==> config.mk <==
export PLATFORM = sky130hd
export DESIGN_NAME = intra_mode_decision
export DESIGN_NICKNAME = d
export VERILOG_FILES = /design/src/rtl/intra_mode_decision.sv
export SDC_FILE = /design/constraint.sdc
export NUM_CORES = 1
export LEC_CHECK = 0
export CORE_MARGIN = 2
export CORE_UTILIZATION = 57
export DETAILED_ROUTE_END_ITERATION = 12
export PLACE_DENSITY = 0.89
export SLEW_MARGIN = 30
export SYNTH_ARGS = -nofsm -noshare
export SYNTH_HDL_FRONTEND = slang
export SYNTH_SLANG_ARGS = --single-unit
==> constraint.sdc <==
create_clock -name clk -period 6.46 [get_ports clk]
set_input_delay 1.938 -clock clk [delete_from_list [all_inputs] [get_ports clk]]
set_output_delay 1.938 -clock clk [all_outputs]
set_load 0.05 [all_outputs]
==> src/rtl/intra_mode_decision.sv <==
// rtl/intra_mode_decision.sv - 4x4 intra mode decision: per-mode SAD, running minimum, best-mode report
module intra_mode_decision #(
    parameter int NUM_MODES = 35,
    parameter int PIX_W     = 8,
    parameter int COST_W    = 12
) (
    input  logic                  clk,
    input  logic                  rst,
    input  logic                  start,
    input  logic [0:16*PIX_W-1]   org_blk,
    input  logic [0:16*PIX_W-1]   pre_sam,
    input  logic                  i_valid,
    output logic [5:0]            best_mode,
    output logic [COST_W-1:0]     best_cost,
    output logic                  o_done,
    output logic                  busy
);

    typedef enum logic [1:0] {IDLE, ACCUM, FLUSH, REPORT} state_t;

    state_t                state;
    state_t                state_nxt;
    logic [0:16*PIX_W-1]   org_q;
    logic [5:0]            beat_cnt;
    logic                  accept;
    logic                  last_beat;
    logic [PIX_W-1:0]      ad_nxt [16];
    logic                  s1_valid;
    logic [5:0]            s1_mode;
    logic [PIX_W-1:0]      s1_ad [16];
    logic [COST_W-1:0]     tree_sum;
    logic                  s2_valid;
    logic [5:0]            s2_mode;
    logic [COST_W-1:0]     s2_cost;
    logic [COST_W-1:0]     running_min;
    logic [5:0]            running_mode;
    logic [5:0]            best_mode_q;
    logic [COST_W-1:0]     best_cost_q;

    // A beat sharing the cycle with start belongs to neither block
    assign accept    = (state == ACCUM) && i_valid && !start;
    assign last_beat = accept && (beat_cnt == 6'(NUM_MODES - 1));

    always_ff @(posedge clk or negedge rst) begin
        if (!rst) state <= IDLE;
        else      state <= state_nxt;
    end

    always_comb begin
        state_nxt = state;
        case (state)
            IDLE:    if (start) state_nxt = ACCUM;
            ACCUM:   if (start) state_nxt = ACCUM;
                     else if (last_beat) state_nxt = FLUSH;
            FLUSH:   if (start) state_nxt = ACCUM;
                     else if (!s1_valid) state_nxt = REPORT;
            REPORT:  state_nxt = start ? ACCUM : IDLE;
            default: state_nxt = IDLE;
        endcase
    end

    // In the report cycle the final stage-3 result is forwarded so it is valid with o_done
    always_comb begin
        busy      = (state != IDLE);
        o_done    = (state == REPORT);
        best_mode = o_done ? running_mode : best_mode_q;
        best_cost = o_done ? running_min  : best_cost_q;
    end

    always_comb begin
        for (int i = 0; i < 16; i++) begin
            logic [PIX_W-1:0] o;
            logic [PIX_W-1:0] p;
            o = org_q[i*PIX_W +: PIX_W];
            p = pre_sam[i*PIX_W +: PIX_W];
            ad_nxt[i] = (o > p) ? (o - p) : (p - o);
        end
    end

    always_comb begin
        tree_sum = '0;
        for (int i = 0; i < 16; i++) tree_sum = tree_sum + COST_W'(s1_ad[i]);
    end

    always_ff @(posedge clk) begin
        if (start) org_q <= org_blk;
        s1_ad   <= ad_nxt;
        s1_mode <= beat_cnt;
        s2_cost <= tree_sum;
        s2_mode <= s1_mode;
    end

    always_ff @(posedge clk or negedge rst) begin
        if (!rst) begin
            beat_cnt     <= '0;
            s1_valid     <= 1'b0;
            s2_valid     <= 1'b0;
            running_min  <= '1;
            running_mode <= '0;
            best_mode_q  <= '0;
            best_cost_q  <= '0;
        end else begin
            s1_valid <= accept;
            s2_valid <= s1_valid;
            if (state == REPORT) begin
                best_mode_q <= running_mode;
                best_cost_q <= running_min;
            end
            if (start) begin
                beat_cnt     <= '0;
                s2_valid     <= 1'b0;
                running_min  <= '1;
                running_mode <= '0;
            end else begin
                if (accept) beat_cnt <= beat_cnt + 6'd1;
                if (s2_valid && (s2_cost < running_min)) begin
                    running_min  <= s2_cost;
                    running_mode <= s2_mode;
                end
            end
        end
    end

endmodule

Word level (Yosys, flattened, before mapping)
Cells that the tools add are included.

operators by class
  muxes and demuxes = 32
  reductions and logical operators = 10
  add/sub/neg operators = 48
  eq/ne operators = 7
  magnitude comparators = 17

operator list
  operator             number
  $sub 8x8->8          32
  $add 12x8->12        11
  $gt 8x8->1           16
  $mux 8               16
  $mux 12              3
  $mux 6               5
  $add 11x8->12        1
  $lt 12x12->1         1
  $add 10x8->11        1
  $add 9x8->10         1
  $mux 2               5
  $add 8x8->9          1
  $pmux 2 s4           1
  $add 6x1->6 const B  1
  $eq 6x6->1 const B   1
  $ne 3x3->1 const B   2
  $reduce_bool 2->1    3
  $eq 2x2->1 const B   2
  $logic_and 1x1->1    4
  $reduce_and 3->1     1
  $eq 2x1->1 const B   1
  $logic_not 2->1      1
  $mux 1               2
  $ne 2x2->1 const B   1
  $logic_not 1->1      1

word-level totals
  word-level logic and storage cells = 142
  register bits after elaboration = 326
  input port bits = 260
  output and inout bits = 20

Logic depth before layout (Yosys ltp)
  depth after elaboration = 15
  gate-level depth with buffers = 20
  mapped depth without buffers = 20

Worst setup path after synthesis
No wires, ideal clock.

  path kind = reg-to-reg
  start point = register s1_ad[98] in the netlist's numbering
  end point = register s2_cost[10]
  stages on the path, launching flop included = 19
  arrival = 4.967 ns
  path buffers = 0
  setup time = 0.123 ns
  data required time = 6.337 ns
  slack = 1.370 ns
  clock period less this slack = 5.090 ns
  cells stage by stage = dfxtp_1 -> fa_1 -> inv_1 -> fa_1 -> inv_1 -> fa_1 -> inv_1 -> fa_1 -> fa_1 -> fa_1 -> inv_1 -> ha_1 -> fa_1 -> a21o_1 -> a21oi_1 -> nor2_1 -> a211oi_1 -> a21oi_1 -> xor2_1

between the ends
  cells in the longest elaborated chain, start to end = 13

RTL lines
  what                          line  source
  start, declared               30    logic [PIX_W-1:0] s1_ad [16];
  start signal, assigned        87    s1_ad <= ad_nxt;
  $add 10x8->11                 82    for (int i = 0; i < 16; i++) tree_sum = tree_sum + COST_W'(s1_ad[i]);
  $add 11x8->12                 82
  $add 12x8->12 (11 in series)  82
  net tree_sum[10]              31    logic [COST_W-1:0] tree_sum;
  end signal, assigned          89    s2_cost <= tree_sum;
  end, declared                 34    logic [COST_W-1:0] s2_cost;

The timed path passes the listed nets, and every way through them passes these cells.
A chain may end at the register's enable or synchronous reset.

Worst setup path after layout
  start point = register s1_ad[3] in the netlist's numbering
  end point = register s2_cost[10]

between the ends
  cells in the longest elaborated chain, start to end = 1

RTL lines
  what              line
  $add 12x8->12     82
  net tree_sum[10]  31

The timed path passes the listed nets, and every way through them passes these cells.

==> results_dict.tcl <==
set metrics [dict create \
    die_h_microns 203.1 \
    yosys.area_share.simple 0.07147 \
    ys_seq_area_frac 0.3563 \
    slowest_delay_ns 0.58 \
    syn_nets 2839 \
    track_usage 0.2531 \
    io_buffers 279 \
    multiInputGateArea_sq_um 12520 \
    synth.avg_cell_area_sq_um 10.44 \
    vias_per_cell 5.257 \
    synth_edf_count 128 \
    grt_overflow 0 \
    min_period_ns 5.443 \
    max_cap_viol_count 0 \
    die_w_microns 203.1 \
    n_fill_cell 2824 \
    cts_buffer_depth 3 \
    grt_start_max_net_pins 82 \
    crit_type "reg2reg" \
    yosys_warnings 0 \
    end_kind "register" \
    yosysMostFrequentCell "inv_1" \
    r2r_start "s1_ad[3]" \
    cts_tree "yes" \
    synth_commonest_cells "inv_1, ha_1, dfxtp_1" \
    numClockSinks 326 \
    drive_above_1_share 0.04677 \
    cts.clk_slew.worst_paths_ns 0.06 \
    fp-row-count 72 \
    synth_area_leaders "edfxtp_1, ha_1, dfxtp_1" \
    postCtsSetupRepairBufs 0 \
    crit_top_cell "fa_1" \
    cp_data_arrival_time_ns 5.87 \
    relSlewSlack 0.4235 \
    dr.pass1.iters 5 \
    grt_pass1_vias 16810 \
    clock-skew-final_ns 0.02431 \
    cp_cell_sequence "inv_1 > fa_1 > inv_1 > fa_1 > fa_1 > fa_1 > fa_1 > inv_1 > fa_1 > inv_1 > fa_1 > a21o_1 > a21oi_1 > nor2_1 > a211oi_1 > a21oi_1 > xor2_1" \
    hold_path_class "reg2reg" \
    dieArea_sq_um 41260 \
    fin_crit_sh 0.8425 \
    muxShareOfSynthArea 0.05093 \
    required_ns 6.89 \
    rsz0062_at_grt "false" \
    synth.distinct_cells 55 \
    final_max_slew_viol_count 0 \
    cts_buffers 38 \
    hpwl_microns 41340 \
    antenna_found_initial 6 \
    yosysTopAreaCell "edfxtp_1" \
    io_pins 280 \
    ant_nets 0 \
    synth-xor-area-share 0.04146 \
    synthArstFlopShare 0.1411 \
    worst_slew_pin_slew_ns 0.8627 \
    status "complete, no violations" \
    worstSetupStartpointType "register" \
    crit_start "s1_ad[3]" \
    rr_worst_depth 17 \
    postCtsHoldBufs 0 \
    routedWlPerCell_microns 17.06 \
    seq_area_sq_um 8053 \
    coreArea_sq_um 38920 \
    synth_cells 2165 \
    dr_total_vias 15790 \
    routed_wl_microns 51260 \
    r2r_end "s2_cost[10]" \
    syn_area_sq_um 22600 \
    clock_latency_ns 0.55 \
    yosys_register_bits 326 \
    r2r_slack_ns 1.02 \
    cp_slowest_cell "fa_1" \
    synth_top_family_by_area "adder cells" \
    final-setup-viol-count 0 \
    nets 3124 \
    critical_path.max_fanout 2 \
    synth_top_area_share 0.1701 \
    place_congestion 0.8806 \
    setup_tns_ns 0 \
    worstHoldPathCells 0 \
    syn_to_final_growth_pct 20.26 \
    drtIter0Drc 732 \
    synth_ff_type "dfxtp_1" \
    htree_levels 2 \
    synthAdderAreaFrac 0.2757 \
    cp-endpoint "s2_cost[10]" \
    synth-compound-area-share 0.1140 \
    finalHoldViolations 0 \
    grt_pass1_wl_microns 82810 \
    initial_utilization 0.5808 \
    cts_resized 0 \
    route.detailed.drc 0 \
    cts_root_buf "clkbuf_16" \
    max_clock_freq_mhz 183.7 \
]
## worst min path at each step
stage,slack [ns],start,end
global placement,0.31,s1_mode[5],s2_mode[5]
floorplan,0.31,s1_mode[0],s2_mode[0]
CTS,0.32,s1_mode[0],s2_mode[0]
detailed placement,0.31,s1_mode[5],s2_mode[5]
finish,0.32,s1_mode[0],s2_mode[0]
global route,0.34,s1_mode[4],s2_mode[4]
## cells by family (layout without fill, tap and decap cells)
| kind of cell | after synthesis | in the layout |
|---|---|---|
| fa+ha+maj | 414 | 414 |
| xor+xnor | 107 | 107 |
| compound gates | 387 | 387 |
| mux | 114 | 114 |
| buf+inv | 518 | 833 |
| simple gates | 299 | 299 |
| other cells | 0 | 6 |
| flops | 326 | 326 |
## worst max-delay path, delay by kind of cell, from the launching register on
family / cells / cell delay (ns)
adders and majority gates: 7 / 3.66
AOI/OAI and AO/OA: 4 / 0.86
DFF: 1 / 0.32
buffers and inverters: 4 / 0.25
xor gates and xnor gates: 1 / 0.16
and+or+nand+nor: 1 / 0.07
## registers in the layout (all words and copies together) (netlist names)
signal / count
s2_valid: 1
best_mode_q: 6
running_min: 12
s1_valid: 1
s1_ad: 128
best_cost_q: 12
org_q: 128
running_mode: 6
s2_mode: 6
beat_cnt: 6
s1_mode: 6
state: 2
s2_cost: 12
## placed cells by master, fill, tap and decap left out, types with 12 or more instances in the layout
cell and n:
and2_1 19, nor2b_1 56, xor2_1 71, a21oi_1 95, dfrtp_1 34, fa_1 140, and4_1 23, mux2i_1 106
a221oi_1 24, a31oi_1 29, dfxtp_1 152, o21ai_0 90, nand3_1 14, inv_1 481, edfxtp_1 128, dfstp_2 12
clkbuf_16 44, clkdlybuf4s50_1 277, ha_1 274, nand2_1 65, nor2_1 53, nand2b_1 37, a211o_1 13, a21o_1 63
xnor2_1 36
## routing by layer
layer	GRT usage	wire length [microns]	up-vias
li1	-	-	7646
met4	0.08394	1377	2
met2	0.4481	25950	410
met1	0.3087	21070	7643
met3	0.05145	2851	91
met5	0	13	-
## cell type report
type | count | share of cell area
Tap cell | 518 | 0.02384
Sequential cell | 326 | 0.2963
Antenna cell | 6 | 0.0005524
Clock inverter | 16 | 0.006168
Multi-Input combinational cell | 1321 | 0.4606
Clock buffer | 54 | 0.04267
Timing Repair Buffer | 282 | 0.1035
Inverter | 481 | 0.06642
## stage by stage
| stage | std cells | setup WS (ns) | instance area (sq um) | hold WS (ns) | util |
|---|---|---|---|---|---|
| floorplan | 2165 | 1.370 | 22600 | 0.3096 | - |
| global placement | 2928 | 1.188 | 25840 | 0.3095 | 0.6639 |
| detailed placement | 2928 | 1.032 | 25840 | 0.3150 | 0.6639 |
| CTS | 2998 | 1.016 | 27160 | 0.3244 | 0.6980 |
| global route | 3001 | 0.7660 | 27170 | 0.3385 | 0.6982 |
| finish | 3004 | 1.017 | 27180 | 0.3231 | 0.6984 |
Power is left out: the tool's default activity adds up to more than one toggle a clock period on the data nets, which glitch-free logic cannot reach.
